--- src/rtl/router_pkg.sv ---
// ============================================================================
// Module : router_pkg
// Brief  : Shared types, constants and helpers for the 1x3 router write side.
// Rev    : 1.0  initial release
// ============================================================================
`default_nettype none

package router_pkg;

  typedef enum logic [2:0] {
    DECODE_ADDRESS     = 3'd0,
    LOAD_FIRST_DATA    = 3'd1,
    LOAD_DATA          = 3'd2,
    LOAD_PARITY        = 3'd3,
    FIFO_FULL_STATE    = 3'd4,
    LOAD_AFTER_FULL    = 3'd5,
    WAIT_TILL_EMPTY    = 3'd6,
    CHECK_PARITY_ERROR = 3'd7
  } state_t;

  localparam logic [1:0] ADDR_INVALID    = 2'b11;
  localparam int         TIMEOUT_DEFAULT = 30;

  // Port 3 does not exist, so an out-of-range address selects nothing.
  function automatic logic sel_bit(input logic [2:0] v, input logic [1:0] a);
    case (a)
      2'd0:    return v[0];
      2'd1:    return v[1];
      2'd2:    return v[2];
      default: return 1'b0;
    endcase
  endfunction

  function automatic logic [2:0] onehot(input logic [1:0] a);
    case (a)
      2'd0:    return 3'b001;
      2'd1:    return 3'b010;
      2'd2:    return 3'b100;
      default: return 3'b000;
    endcase
  endfunction

endpackage

`default_nettype wire

--- src/rtl/router_timeout.sv ---
// ============================================================================
// Module : router_timeout
// Brief  : Single-port inactivity timer; pulses soft_reset after TIMEOUT
//          consecutive cycles of an unread, non-empty FIFO.
// Rev    : 1.0  initial release
// ============================================================================
`default_nettype none

module router_timeout
  import router_pkg::*;
#(
  parameter int TIMEOUT = TIMEOUT_DEFAULT
) (
  input  logic clock,
  input  logic resetn,
  input  logic empty,
  input  logic read_enb,
  output logic soft_reset
);

  localparam logic [4:0] c_last = 5'(TIMEOUT - 1);

  logic [4:0] r_count;

  always_ff @(posedge clock or negedge resetn) begin
    if (!resetn) begin
      r_count    <= '0;
      soft_reset <= 1'b0;
    end else if (read_enb || empty) begin
      r_count    <= '0;
      soft_reset <= 1'b0;
    end else if (r_count == c_last) begin
      r_count    <= '0;
      soft_reset <= 1'b1;
    end else begin
      r_count    <= r_count + 5'd1;
      soft_reset <= 1'b0;
    end
  end

endmodule

`default_nettype wire

--- src/rtl/router_ctrl.sv ---
// ============================================================================
// Module : router_ctrl
// Brief  : Write-side controller of the 1x3 router: header decode, packet
//          write sequencing, source throttling and per-port inactivity flush.
// Rev    : 1.0  initial release
// ============================================================================
`default_nettype none

module router_ctrl
  import router_pkg::*;
#(
  parameter int TIMEOUT = TIMEOUT_DEFAULT
) (
  input  logic       clock,
  input  logic       resetn,
  input  logic       pkt_valid,
  input  logic [1:0] data_in,
  input  logic [2:0] fifo_full,
  input  logic [2:0] fifo_empty,
  input  logic [2:0] read_enb,
  output logic [2:0] write_enb,
  output logic       lfd_state,
  output logic       ld_state,
  output logic       laf_state,
  output logic       lp_state,
  output logic       detect_add,
  output logic       busy,
  output logic [2:0] vld_out,
  output logic [2:0] soft_reset
);

  state_t     r_state;
  state_t     w_next;
  logic [1:0] r_addr;
  logic       r_full_on_parity;
  logic       w_sel_full;
  logic       w_abort;
  logic       w_loading;
  logic       w_new_pkt;

  assign vld_out    = ~fifo_empty;
  assign w_sel_full = sel_bit(fifo_full, r_addr);
  assign w_abort    = sel_bit(soft_reset, r_addr) && (r_state != DECODE_ADDRESS);
  assign w_new_pkt  = pkt_valid && (data_in != ADDR_INVALID);

  genvar i;
  generate
    for (i = 0; i < 3; i++) begin : g_timer
      router_timeout #(.TIMEOUT(TIMEOUT)) u_timeout (
        .clock      (clock),
        .resetn     (resetn),
        .empty      (fifo_empty[i]),
        .read_enb   (read_enb[i]),
        .soft_reset (soft_reset[i])
      );
    end
  endgenerate

  always_ff @(posedge clock or negedge resetn) begin
    if (!resetn) begin
      r_state          <= DECODE_ADDRESS;
      r_addr           <= '0;
      r_full_on_parity <= 1'b0;
    end else begin
      r_state <= w_next;
      if (r_state == DECODE_ADDRESS && w_new_pkt)
        r_addr <= data_in;
      // Remembers whether the stall hit on the parity byte, so the resume
      // knows whether the packet is already complete.
      if (r_state == LOAD_DATA && w_sel_full)
        r_full_on_parity <= 1'b0;
      else if (r_state == LOAD_PARITY && w_sel_full)
        r_full_on_parity <= 1'b1;
    end
  end

  always_comb begin
    w_next = r_state;
    case (r_state)
      DECODE_ADDRESS:
        if (w_new_pkt)
          w_next = sel_bit(fifo_empty, data_in) ? LOAD_FIRST_DATA : WAIT_TILL_EMPTY;
      WAIT_TILL_EMPTY:
        if (sel_bit(fifo_empty, r_addr)) w_next = LOAD_FIRST_DATA;
      LOAD_FIRST_DATA:
        w_next = LOAD_DATA;
      LOAD_DATA:
        if (w_sel_full)      w_next = FIFO_FULL_STATE;
        else if (!pkt_valid) w_next = LOAD_PARITY;
      LOAD_PARITY:
        w_next = w_sel_full ? FIFO_FULL_STATE : CHECK_PARITY_ERROR;
      FIFO_FULL_STATE:
        if (!w_sel_full) w_next = LOAD_AFTER_FULL;
      LOAD_AFTER_FULL:
        if (r_full_on_parity) w_next = CHECK_PARITY_ERROR;
        else if (pkt_valid)   w_next = LOAD_DATA;
        else                  w_next = LOAD_PARITY;
      CHECK_PARITY_ERROR:
        w_next = DECODE_ADDRESS;
      default:
        w_next = DECODE_ADDRESS;
    endcase
    if (w_abort) w_next = DECODE_ADDRESS;
  end

  assign detect_add = (r_state == DECODE_ADDRESS);
  assign lfd_state  = (r_state == LOAD_FIRST_DATA);
  assign ld_state   = (r_state == LOAD_DATA);
  assign laf_state  = (r_state == LOAD_AFTER_FULL);
  assign lp_state   = (r_state == LOAD_PARITY);
  assign busy       = !(detect_add || ld_state);
  assign w_loading  = lfd_state || ld_state || lp_state || laf_state;

  always_comb begin
    write_enb = 3'b000;
    if (w_loading && !w_sel_full && !w_abort)
      write_enb = onehot(r_addr);
  end

endmodule

`default_nettype wire

--- config.mk ---
export PLATFORM = sky130hd
export DESIGN_NAME = router_ctrl
export DESIGN_NICKNAME = d
export VERILOG_FILES = /design/src/rtl/router_pkg.sv /design/src/rtl/router_timeout.sv /design/src/rtl/router_ctrl.sv
export SDC_FILE = /design/constraint.sdc
export NUM_CORES = 1
export LEC_CHECK = 0
export CORE_MARGIN = 5
export CORE_UTILIZATION = 54
export CTS_CLUSTER_DIAMETER = 50
export DETAILED_ROUTE_END_ITERATION = 10
export PLACE_DENSITY = 0.87
export SLEW_MARGIN = 15
export SYNTH_ARGS = -nofsm -noshare
export SYNTH_HDL_FRONTEND = slang
export SYNTH_HIERARCHICAL = 1
export SYNTH_SLANG_ARGS = --single-unit
--- constraint.sdc ---
create_clock -name clock -period 3.1 [get_ports clock]
set_input_delay 0.31 -clock clock [delete_from_list [all_inputs] [get_ports clock]]
set_output_delay 0.31 -clock clock [all_outputs]
set_load 0.005 [all_outputs]
==> key figures <==
Synth
  – Library cell occupying the most area in the post-synthesis netlist: sky130_fd_sc_hd__dfrtp_1
  – Dominant combinational cell family by area after synthesis: simple AND/OR/NAND/NOR gates
  – Compound-gate portion of the synthesized area: 0.137
  – Number of enable flip-flop cells after synthesis: 0
  – Synthesized-area fraction occupied by adder cells: 0.0555
  – FFs w/ async S/R, synth: 1.00
  – Synthesized-area fraction occupied by xor and xnor cells: 0.0582
  – Top post-synthesis cells by area: sky130_fd_sc_hd__dfrtp_1 44%, sky130_fd_sc_hd__nor2_1 6.7%, sky130_fd_sc_hd__ha_1 5.5%
  – Most common library cells after synthesis: 24 x sky130_fd_sc_hd__dfrtp_1, 24 x sky130_fd_sc_hd__nor2_1, 11 x sky130_fd_sc_hd__nand2_1
  – Post-Synthesis Cells: 141
  – Synthesized net count: 161
  – Count of state elements after synthesis: 24
  – Post-synthesis cell type count: 38
  – Seq/Total Area, Yosys: 0.444
  – Most used DFF post-synth: sky130_fd_sc_hd__dfrtp_1
  – Count of yosys warnings during synthesis: 6
  – Avg Cell Area, Syn: 9.60 µm²
  – Share of Yosys cell area claimed by the top area cell type: 0.444
  – Basic-gate share of the synthesized area counting and, or, nand and nor cells: 0.224
  – Share of synthesized area spent on multiplexers: 0.0296
  – Cell area after synthesis: 1350 µm²

Critical path
  – Register-to-Register Setup Slack: 1.45 ns
  – Endpoint of the worst register-to-register path: r_state[1]
  – Path depth of the worst reg2reg path: 5
  – Reg-to-Reg Start: r_addr[1]
  – Crit path arrival time: 2.23 ns
  – CP bufs+invs: 1
  – Maximum single-stage delay on the critical path: 0.56 ns
  – Critical Path End Type: primary output
  – Top fanout value on the critical path: 10
  – Category of the critical setup timing path: flop to primary output
  – Startpoint class of the critical path: flop
  – Crit path cell chain: mux2i_1 -> o21a_1 -> nand2_1 -> nor4b_1 -> clkdlybuf4s50_1
  – Worst-path cell with the longest stage delay: sky130_fd_sc_hd__clkdlybuf4s50_1
  – Cell family with the largest share of critical-path delay: buffers and inverters
  – Data required, critical path: 2.79 ns

STA
  – Part of the cycle the worst path needs: 0.818
  – Setup repair after global routing missed its margin: no
  – Number of endpoints failing setup at the final stage: 0
  – Slew Limit Headroom: 0.643
  – Slew of the pin with the lowest slew margin: 0.535 ns
  – Hold_ws: 0.503 ns
  – Highest Clock Rate: 394 MHz
  – Final setup slack of the worst path: 0.563 ns
  – Pins Over Slew Limit: 0
  – Count of endpoints failing hold in the final timing report: 0
  – Setup TNS: 0 ns
  – Setup Skew: 0.00793 ns
  – Shortest clock period the worst path allows after layout: 2.54 ns

Drt
  – Uppermost routed layer: met4
  – DRT Wirelength: 2.90 mm
  – DRC Markers: 0
  – Detailed Route Iter0 Violations: 61
  – Met1 layer wirelength in the final routing: 1.33 mm
  – Via density per instance: 5.57
  – Antenna Nets Post-Route: 0
  – Total number of vias: 1102
  – Routed wire length on met3: 193 µm
  – Met2 wire length: 1.32 mm
  – Per-cell routed wire length: 14.6 µm
  – Initial DRT Pass Iterations: 4

Die
  – Die footprint: 3610 µm²
  – Std cell rows: 18
  – Height of the die: 60.1 µm
  – Initial Utilization: 0.557
  – Die Width: 60.1 µm
  – Number of top-level design ports: 29
  – Core area: 2430 µm²

Clock network
  – Sinks on Clock Net: 24
  – Number of buffers added by the clock tree synthesis step: 3
  – Buffers from clock root to sink, at most: 2
  – Root buffer selected by CTS: sky130_fd_sc_hd__clkbuf_4
  – Maximum level of the CTS H-tree: 1
  – Clock latency on the worst-skew pair: 0.31 ns
  – Clock-pin slew on the worst setup and hold paths: 0.13 ns
  – CTS tree: done

Outcome
  – Result of the run: completed

Pwr
  – Worst VDD drop: 493 µV
  – Cell leakage power: 0.730 nW
  – Total power consumption of the routed design: 1.05 mW
  – Total power per unit cell area: 630 nW/µm²

Cells and area
  – Non-Filler Instances: 198
  – Ratio of cells with drive above 1 in the final layout: 0.0714
  – Final std cell area, no fill: 1660 µm²
  – Diodes inserted: 0
  – Layout overhead on the synthesized area: 22.7%
  – Utilization after layout: 0.683
  – Net count reported at finish: 190

Place
  – Worst setup slack before clock tree synthesis: 0.931 ns
  – IO Port Bufs: 28
  – DP Wirelength: 2.20 mm
  – Final RePlAce weighted congestion: 0.812
  – Area of placed instances: 1630 µm²
  – DP Cell Count: 194

Min path
  – Worst hold stages: 1
  – Hold-critical path endpoint: g_timer[1].u_timeout/r_count[0]
  – Hold/Removal Path Class: flop to flop
  – Hold_sp: g_timer[1].u_timeout/r_count[0]

GRT
  – Pin count of the biggest net entering global routing: 25
  – Overall global routing resource usage: 0.176
  – Antenna violations before repair: 0
  – Vias in the first global route: 1103
  – Global-route wire length before repair: 4.82 mm
  – Total congestion overflow: 0

Job
  – Max-capacitance violation count: 0
-- layout make-up --
type | count | area (µm²)
fillers | 217 | 771
well taps | 30 | 37.5
repair buffers | 29 | 285
clock buffers | 3 | 22.5
inverters | 9 | 33.8
multi-input cells | 103 | 682
flip-flops and latches | 24 | 601
-- flip-flops by register name, indices dropped and copies added (netlist names) --
name / cells
g_timer.u_timeout/r_count: 15
g_timer.u_timeout/soft_reset: 3
r_addr: 2
r_full_on_parity: 1
r_state: 3
-- layout by cell type, fill, tap and decap left out, types with 2 or more instances in the layout --
cell and n:
sky130_fd_sc_hd__dfrtp_1 24, sky130_fd_sc_hd__nand3b_1 4, sky130_fd_sc_hd__nand4_1 3, sky130_fd_sc_hd__nand2_1 11
sky130_fd_sc_hd__mux2i_1 4, sky130_fd_sc_hd__o21a_1 2, sky130_fd_sc_hd__a21oi_1 3, sky130_fd_sc_hd__nand3_1 6
sky130_fd_sc_hd__inv_1 9, sky130_fd_sc_hd__nor4b_1 2, sky130_fd_sc_hd__nand2b_1 2, sky130_fd_sc_hd__clkbuf_4 3
sky130_fd_sc_hd__xnor2_1 3, sky130_fd_sc_hd__xor2_1 6, sky130_fd_sc_hd__a211o_1 2, sky130_fd_sc_hd__ha_1 6
sky130_fd_sc_hd__nor3_1 3, sky130_fd_sc_hd__o21ai_0 4, sky130_fd_sc_hd__clkdlybuf4s50_1 27, sky130_fd_sc_hd__nor2_1 24
-- metal layers --
layer  track usage  vias up
met2         0.290       35
met3        0.0302        7
met5             0        -
li1              -      548
met1         0.227      512
met4        0.0728        0
-- repair_timing --
| item | 4_1_cts | 5_1_grt |
|---|---|---|
| setup buffers | 0 | 0 |
| hold buffers | 0 | 1 |
| resized for setup | 0 | 0 |
| endpoints found under the hold margin | 0 | 12 |
-- worst register-to-register path: stages, from the launching register on --
cell                      delay (ns)
sky130_fd_sc_hd__dfrtp_1        0.55
sky130_fd_sc_hd__mux2i_1        0.31
sky130_fd_sc_hd__o21ai_2        0.14
sky130_fd_sc_hd__a31oi_4        0.21
sky130_fd_sc_hd__nand2_1        0.07
sky130_fd_sc_hd__a32o_1         0.26
-- how the worst max path moves through the flow --
| stage | cells past startpoint | start | slack [ns] | to |
|---|---|---|---|---|
| after floorplan | 5 | r_addr[1] | 1.63 | write_enb[1] |
| after global placement | 5 | r_addr[1] | 1.02 | write_enb[1] |
| after detailed placement | 5 | r_addr[1] | 0.93 | write_enb[1] |
| after CTS | 5 | r_addr[1] | 0.57 | write_enb[1] |
| after global routing | 5 | r_addr[1] | 0.39 | write_enb[1] |
| final | 5 | r_addr[1] | 0.56 | write_enb[1] |
-- report_power, final --
part           switching, mW  internal (mW)
clock                 0.0880         0.0454
combinational          0.210          0.247
sequential            0.0993          0.357
total                  0.398          0.649
-- cell families (layout without fill, tap and decap cells) --
group / count (synthesis) / after routing
and+or+nand+nor: 61 / 61
DFF: 24 / 24
AOI/OAI and AO/OA: 23 / 23
buffers and inverters: 14 / 41
xor gates and xnor gates: 9 / 9
adders and majority gates: 6 / 6
muxes: 4 / 4
Power figures use the tool's default switching activity.
